<file path="config.mk">
export PLATFORM = sky130hd
export DESIGN_NAME = alu16_op_issuer
export DESIGN_NICKNAME = d
export VERILOG_FILES = /design/src/rtl/alu16_op_issuer.sv
export SDC_FILE = /design/constraint.sdc
export NUM_CORES = 1
export LEC_CHECK = 0
export BUFFER_PORTS_ARGS = -buffer_cell sky130_fd_sc_hd__buf_2
export CELL_PAD_IN_SITES_DETAIL_PLACEMENT = 2
export CELL_PAD_IN_SITES_GLOBAL_PLACEMENT = 2
export CORE_MARGIN = 5
export CORE_UTILIZATION = 25
export DETAILED_ROUTE_END_ITERATION = 12
export PLACE_DENSITY = 0.82
export SKIP_CTS_REPAIR_TIMING = 1
export SYNTH_ARGS = -nofsm -noshare
export SYNTH_HDL_FRONTEND = slang
export SYNTH_SLANG_ARGS = --single-unit
export TNS_END_PERCENT = 50
</file>
<file path="constraint.sdc">
create_clock -name clk -period 2.2 [get_ports clk]
set_input_delay 0.22 -clock clk [delete_from_list [all_inputs] [get_ports clk]]
set_output_delay 0.22 -clock clk [all_outputs]
set_load 0.005 [all_outputs]
</file>
<file path="src/rtl/alu16_op_issuer.sv">
// Issues one ALU16 operation per request, waits SETTLE_CYCLES, then returns the captured result.
// Optional golden-model self-check of captured results is enabled by defining ALU_SELFCHECK_EN.
module alu16_op_issuer #(
   parameter int SETTLE_CYCLES = 1,
   parameter int CNT_W         = 4
) (
   input  logic        clk,
   input  logic        rst,
   input  logic        ReqValid,
   output logic        ReqReady,
   input  logic [15:0] ReqA,
   input  logic [15:0] ReqB,
   input  logic [3:0]  ReqCtrl,
   output logic [15:0] AluA,
   output logic [15:0] AluB,
   output logic [3:0]  AluCtrl,
   input  logic [15:0] AluS,
   input  logic        AluOverflow,
   input  logic        AluZero,
   output logic        RspValid,
   input  logic        RspReady,
   output logic [15:0] RspS,
   output logic        RspOverflow,
   output logic        RspZero,
   output logic        RspErr,
   output logic        RspMismatch,
   output logic [15:0] OpCount
);

   typedef enum logic [1:0] {
      S_IDLE = 2'd0,
      S_WAIT = 2'd1,
      S_RESP = 2'd2
   } state_t;

   localparam logic [CNT_W-1:0] CNT_INIT = CNT_W'(SETTLE_CYCLES - 1);

   state_t            state_q, state_d;
   logic [CNT_W-1:0]  cnt_q, cnt_d;
   logic [15:0]       alu_a_q, alu_a_d;
   logic [15:0]       alu_b_q, alu_b_d;
   logic [3:0]        alu_ctrl_q, alu_ctrl_d;
   logic [15:0]       rsp_s_q, rsp_s_d;
   logic              rsp_ovf_q, rsp_ovf_d;
   logic              rsp_zero_q, rsp_zero_d;
   logic              rsp_err_q, rsp_err_d;
   logic              rsp_mis_q, rsp_mis_d;
   logic [15:0]       op_count_q, op_count_d;
   logic              mis_calc;

`ifdef ALU_SELFCHECK_EN
   function automatic logic [15:0] golden_s(input logic [15:0] a, input logic [15:0] b,
                                            input logic [3:0] op);
      logic [15:0] s;
      case (op)
         4'd0:    s = a & b;
         4'd1:    s = a | b;
         4'd2:    s = a + b;
         4'd3:    s = a - b;
         4'd4:    s = ~a;
         4'd5:    s = ~b;
         4'd6:    s = a + 16'd1;
         4'd7:    s = a - 16'd1;
         default: s = 16'h0000;
      endcase
      return s;
   endfunction

   // Signed overflow: operand signs vs. result sign, plus the INC/DEC wrap points.
   function automatic logic golden_ovf(input logic [15:0] a, input logic [15:0] b,
                                       input logic [3:0] op, input logic [15:0] s);
      logic signed [15:0] sa, sb, ss;
      logic               v;
      sa = $signed(a);
      sb = $signed(b);
      ss = $signed(s);
      case (op)
         4'd2:    v = ((sa < 0) == (sb < 0)) && ((ss < 0) != (sa < 0));
         4'd3:    v = ((sa < 0) != (sb < 0)) && ((ss < 0) != (sa < 0));
         4'd6:    v = (a == 16'h7FFF);
         4'd7:    v = (a == 16'h8000);
         default: v = 1'b0;
      endcase
      return v;
   endfunction

   logic [15:0] gold_s;
   logic        gold_ovf;

   always_comb begin
      gold_s   = golden_s(alu_a_q, alu_b_q, alu_ctrl_q);
      gold_ovf = golden_ovf(alu_a_q, alu_b_q, alu_ctrl_q, gold_s);
   end

   assign mis_calc = (AluS != gold_s) || (AluOverflow != gold_ovf) ||
                     (AluZero != (gold_s == 16'h0000));
`else
   assign mis_calc = 1'b0;
`endif

   always_comb begin
      state_d    = state_q;
      cnt_d      = cnt_q;
      alu_a_d    = alu_a_q;
      alu_b_d    = alu_b_q;
      alu_ctrl_d = alu_ctrl_q;
      rsp_s_d    = rsp_s_q;
      rsp_ovf_d  = rsp_ovf_q;
      rsp_zero_d = rsp_zero_q;
      rsp_err_d  = rsp_err_q;
      rsp_mis_d  = rsp_mis_q;
      op_count_d = op_count_q;
      case (state_q)
         S_IDLE: begin
            if (ReqValid) begin
               if (!ReqCtrl[3]) begin
                  alu_a_d    = ReqA;
                  alu_b_d    = ReqB;
                  alu_ctrl_d = ReqCtrl;
                  cnt_d      = CNT_INIT;
                  state_d    = S_WAIT;
               end else begin
                  // Reserved opcode: answer immediately, ALU bus keeps the last legal op.
                  rsp_s_d    = 16'h0000;
                  rsp_ovf_d  = 1'b0;
                  rsp_zero_d = 1'b0;
                  rsp_err_d  = 1'b1;
                  rsp_mis_d  = 1'b0;
                  state_d    = S_RESP;
               end
            end
         end
         S_WAIT: begin
            if (cnt_q != '0) begin
               cnt_d = cnt_q - CNT_W'(1);
            end else begin
               rsp_s_d    = AluS;
               rsp_ovf_d  = AluOverflow;
               rsp_zero_d = AluZero;
               rsp_err_d  = 1'b0;
               rsp_mis_d  = mis_calc;
               state_d    = S_RESP;
            end
         end
         S_RESP: begin
            if (RspReady) begin
               op_count_d = op_count_q + 16'd1;
               state_d    = S_IDLE;
            end
         end
         default: state_d = S_IDLE;
      endcase
   end

   always_ff @(posedge clk) begin
      if (rst) begin
         state_q    <= S_IDLE;
         cnt_q      <= '0;
         alu_a_q    <= 16'h0000;
         alu_b_q    <= 16'h0000;
         alu_ctrl_q <= 4'h0;
         rsp_s_q    <= 16'h0000;
         rsp_ovf_q  <= 1'b0;
         rsp_zero_q <= 1'b0;
         rsp_err_q  <= 1'b0;
         rsp_mis_q  <= 1'b0;
         op_count_q <= 16'h0000;
      end else begin
         state_q    <= state_d;
         cnt_q      <= cnt_d;
         alu_a_q    <= alu_a_d;
         alu_b_q    <= alu_b_d;
         alu_ctrl_q <= alu_ctrl_d;
         rsp_s_q    <= rsp_s_d;
         rsp_ovf_q  <= rsp_ovf_d;
         rsp_zero_q <= rsp_zero_d;
         rsp_err_q  <= rsp_err_d;
         rsp_mis_q  <= rsp_mis_d;
         op_count_q <= op_count_d;
      end
   end

   assign ReqReady    = (state_q == S_IDLE);
   assign RspValid    = (state_q == S_RESP);
   assign AluA        = alu_a_q;
   assign AluB        = alu_b_q;
   assign AluCtrl     = alu_ctrl_q;
   assign RspS        = rsp_s_q;
   assign RspOverflow = rsp_ovf_q;
   assign RspZero     = rsp_zero_q;
   assign RspErr      = rsp_err_q;
   assign RspMismatch = rsp_mis_q;
   assign OpCount     = op_count_q;

endmodule
</file>
## After elaboration in Yosys (flattened, before gate mapping)

Cells that the tools add are included.

- $add $sub $neg: 2
- Equality and inequality tests: 8
- Muxes and demuxes: 24
- Bitwise logic cells: 1
- Reduce and logical (&&, ||, !) cells: 8

Operators by type and width:

| operator | count |
|---|---|
| two-way mux 16 bit | 3 |
| case mux 16 bit (2 select lines) | 1 |
| adder 16 x 1 -> 16 bit, second input constant | 1 |
| two-way mux 4 bit | 3 |
| two-way mux 2 bit | 4 |
| != test 2 bit, second input constant | 4 |
| case mux 1 bit (2 select lines) | 4 |
| case mux 4 bit (2 select lines) | 1 |
| AND reduction 4 bit | 2 |
| two-way mux 1 bit | 7 |
| case mux 2 bit (3 select lines) | 1 |
| AND reduction 3 bit | 2 |
| != test 2 x 1 -> 1 bit, second input constant | 2 |
| nonzero test 4 bit | 1 |
| subtractor 4 x 1 -> 4 bit, second input constant | 1 |
| == test 2 x 1 -> 1 bit, second input constant | 1 |
| == test 2 bit, second input constant | 1 |
| zero test 2 bit | 1 |
| AND reduction 2 bit | 1 |
| nonzero test 2 bit | 1 |
| NOT 1 bit | 1 |

- Flip-flop bits (word level): 77
- Input bits: 58
- Output and inout port bits: 74
- Logic and storage cells: 54

## Logic depth before layout (Yosys ltp)

- Word-level depth: 3
- Gate-level depth with buffers: 9
- Mapped depth without buffers: 6

## Least setup slack after synthesis

No wires, ideal clock.

- Path type: reg-to-reg
- From: reg cnt_q[0]
- To: reg rsp_ovf_q, in the netlist RspOverflow
- Setup time: 128 ps
- Arrival: 1,664 ps
- Required time: 2,072 ps
- Slack: 409 ps
- Cell stages (with the launch flop): 10
- Path buffers: 3
- Clock period less this slack: 1,791 ps
- Cells stage by stage: dfxtp_1 > inv_1 > ha_1 > or3b_1 > clkbuf_1 > nand2b_1 > buf_4 > buf_4 > mux2i_1 > nor2_1

- Longest elaborated chain between the ends: 3

RTL lines:

| element | line | source |
|---|---|---|
| start: declaration | 39 | `logic [CNT_W-1:0] cnt_q, cnt_d;` |
| start signal: assignment | 170 | `cnt_q <= cnt_d;` |
| nonzero test 4 bit | 134 | `if (cnt_q != '0) begin` |
| != test 2 bit (no source line) | -- |  |
| AND reduction 4 bit (no source line) | -- |  |
| end signal: assignment | 175 | `rsp_ovf_q <= rsp_ovf_d;` |
| end: declaration | 44 | `logic rsp_ovf_q, rsp_ovf_d;` |

Every way passes these cells.
A chain may end at the register's enable or synchronous reset.

## Final worst setup path

- From: reg state_q[1]
- To: reg op_count_q[11], in the netlist OpCount[11]

- Longest elaborated chain between the ends: 2

RTL lines:

| element | line | source |
|---|---|---|
| start: declaration | 38 | `state_t state_q, state_d;` |
| start signal: assignment | 169 | `state_q <= state_d;` |
| == test 2 bit | 113 | `case (state_q)` |
| AND reduction 2 bit (no source line) | -- |  |
| end signal: assignment | 179 | `op_count_q <= op_count_d;` |
| end: declaration | 48 | `logic [15:0] op_count_q, op_count_d;` |

Every way passes these cells.

==> impl_results.md <==
* Critical Path Start: state_q[1]$_SDFFE_PP0P_
* First-pass GRT wire length at 17330 um
* Met3 Track Usage GR at around 6%
* Drt wl/cell at about 16 um
* Busiest grt layer: met2
* Core Rows at 40
* Syn-to-layout area delta at 34.40%
* Chip height at between 100 and 150 um
* Number of enable flip-flop cells after synthesis at 0
* CTS clk-pin slew, worst paths at 0.06 ns
* PortBufs at 129
* Clk_lat worst skew at between 0.3 and 0.4 ns
* List of most frequent post-synthesis cells: 76 x dfxtp_1, 76 x nand2_1, 45 x a21oi_1
* Pin count of the biggest net entering global routing at 38
* Share of synthesized registers carrying an async set or reset at 0%
* GR Util met1 at around 17%
* Post-Route Skew at 0.006003 ns
* Period utilization at 91.34%
* CP max FO at 13
* Core area at approximately 12000 um^2
* Synth top area share at between 40 and 50%
* Synth cell types at between 40 and 50
* Initial Util at between 20 and 30%
* FF+latch area at between 1500 and 2000 um^2
* Total Routing Usage GR at about 15%
* # IOs at roughly 130
* Synth warn at 0
* # Max-Cap Violations at 0
* GRT overflow at 0
* Hold_ws at between 0.1 and 0.15 ns
* Multi-input gate area at around 1500 um^2
* CTS Root Cell: clkbuf_16
* Initial antenna violation count at 0
* RSZ-0062 raised after global routing: no
* Global-route met2 utilization at 24.73%
* Post-DRT Antenna Nets at 0
* DR iter-0 viols at 76
* Yosys reg bits at 76
* Post-DP HPWL at ~8000 um
* Share of layout cells above drive strength 1 at approximately a third
* Drt via density at between 4 and 5
* Number of iterations in the first detailed-routing pass at 4
* NumNets Final at ~550
* Cell leakage power at approximately 2.0 nW
* Minimum clock period at 2.009 ns
* FMAX at around 0.5 GHz
* Endpoint class of the critical path: flip-flop
* Worst setup SP type: flip-flop
* Worst slew pin tran at about 0.54 ns
* Final setup fails at 0
* Syn_area_per_cell at between 8 and 9 um^2
* Count of final max-slew check failures at 0
* Power density over cell area at 743.0 nW/um^2
* Relative slew slack at between 60% and 70%
* Crit Path Class: flip-flop to flip-flop
* Synthesized cell area at about 3100 um^2
* Outcome: finished clean
* DIE AREA at 14820 um^2
* Dominant cell type by area after synthesis: dfxtp_1
* Ys flop type: dfxtp_1
* Clock Path Buffers at 2
* R2r startpoint: state_q[1]$_SDFFE_PP0P_
* Fin. Hold Viols at 0
* Vias at approximately 3000
* Clock tree sinks at 76
* Total CTS buffers at 9
* ANT cells at 0
* Vias in the first global route at roughly 3400
* Worst VDD drop at 0.0002590 V
* CTS tree: built
* CP required at approximately 2.5 ns
* Die width at 121.7 um
* # DRC at 0
* Fillcell total at between 1000 and 1500
* Placer congestion estimate at roughly 0.76
* Setup TNS at 0 ns
* Synth area leaders: dfxtp_1 49%, nand2_1 9.1%, a21oi_1 7.2%
* Syn Inst Count at around 370
* Worst Min Path Start: AluS[1]
* CTS H-tree depth at 3
* Routed WL at about 11000 um
* CP arrival at around 2.3 ns
* Hold WC Path Type: primary input to flip-flop
* Fraction of the yosys area taken by sequential cells at about half
## worst paths after layout
| kind | endpoint | slack [ns] | cells after the start |
|---|---|---|---|
| hold reg to reg | AluA[9]$_SDFFE_PP0P_ | 0.45 | 2 |
| setup reg to reg | OpCount[11]$_SDFFE_PP0P_ | 0.19 | 4 |
| setup / recovery | OpCount[11]$_SDFFE_PP0P_ | 0.19 | 4 |
| hold / removal | RspS[1]$_SDFFE_PP0P_ | 0.12 | 3 |
## state kept, by name, indices dropped and copies added, names as in the netlist
register	flops
AluB	16
state_q	2
RspS	16
OpCount	16
cnt_q	4
AluA	16
RspZero	1
RspOverflow	1
RspErr	1
AluCtrl	3
## worst max-delay path: stages (launching register included)
cell and delay [ns]:
dfxtp_1 0.60, and3b_1 0.41, nand3_1 0.14, or4_2 0.55, a21oi_1 0.22
## per-stage QoR
stage / setup slack, ns / total power, mW / cell area [um^2] / cells / util (%)
floorplan: 0.4087 / 1.630 / 3124 / 367 / -
global placement: 0.3899 / 1.763 / 3924 / 647 / 32.40
detailed placement: 0.2350 / 1.782 / 3924 / 647 / 32.40
CTS: 0.1985 / 3.188 / 4194 / 662 / 34.63
global route: 0.006637 / 3.292 / 4194 / 662 / 34.63
finish: 0.1905 / 3.116 / 4194 / 662 / 34.63
## final cells by class
type | instances | area share (%)
timing repair buffer | 137 | 16.83
multi-input combinational | 262 | 35.08
tap | 168 | 5.012
clock buffer | 13 | 6.205
sequential | 76 | 36.28
clock inverter | 2 | 0.2387
inverter | 4 | 0.3580
## cell usage in the layout, fill, tap and decap left out, types with 6 or more instances in the layout
cell type,synthesis,layout
clkbuf_16,0,9
dfxtp_1,76,76
xnor2_1,7,7
nor2_1,34,34
nand2_1,76,76
buf_2,7,129
a21oi_1,45,45
nor3_1,7,7
nor2b_1,20,20
mux2i_1,20,20
buf_4,4,8
nand3_1,6,6
## power by group
group,leakage (nW),internal [mW],total (mW),switching (mW)
Combinational,1.21,0.127,0.288,0.160
Sequential,0.617,1.42,1.46,0.0314
Clock,0.135,0.816,1.37,0.557
Total,1.96,2.37,3.12,0.748
## cells by family (layout without fill, tap and decap cells)
family | Yosys count | count (layout) | synth area share, %
and+or+nand+nor | 172 | 172 | 26.74
buffers and inverters | 29 | 156 | 4.491
xor gates and xnor gates | 12 | 12 | 3.368
other | 1 | 2 | 0.1202
muxes | 20 | 20 | 6.415
AOI/OAI and AO/OA | 53 | 53 | 8.902
adders and majority gates | 3 | 3 | 1.203
DFF | 76 | 76 | 48.76
## layer usage
layer	vias to the layer above	share of wire (%)
met1	1421	41
met3	13	9.3
met4	0	1.7
met5	-	0
li1	1456	-
met2	105	48
No activity file was read; power rests on OpenSTA's default activity.
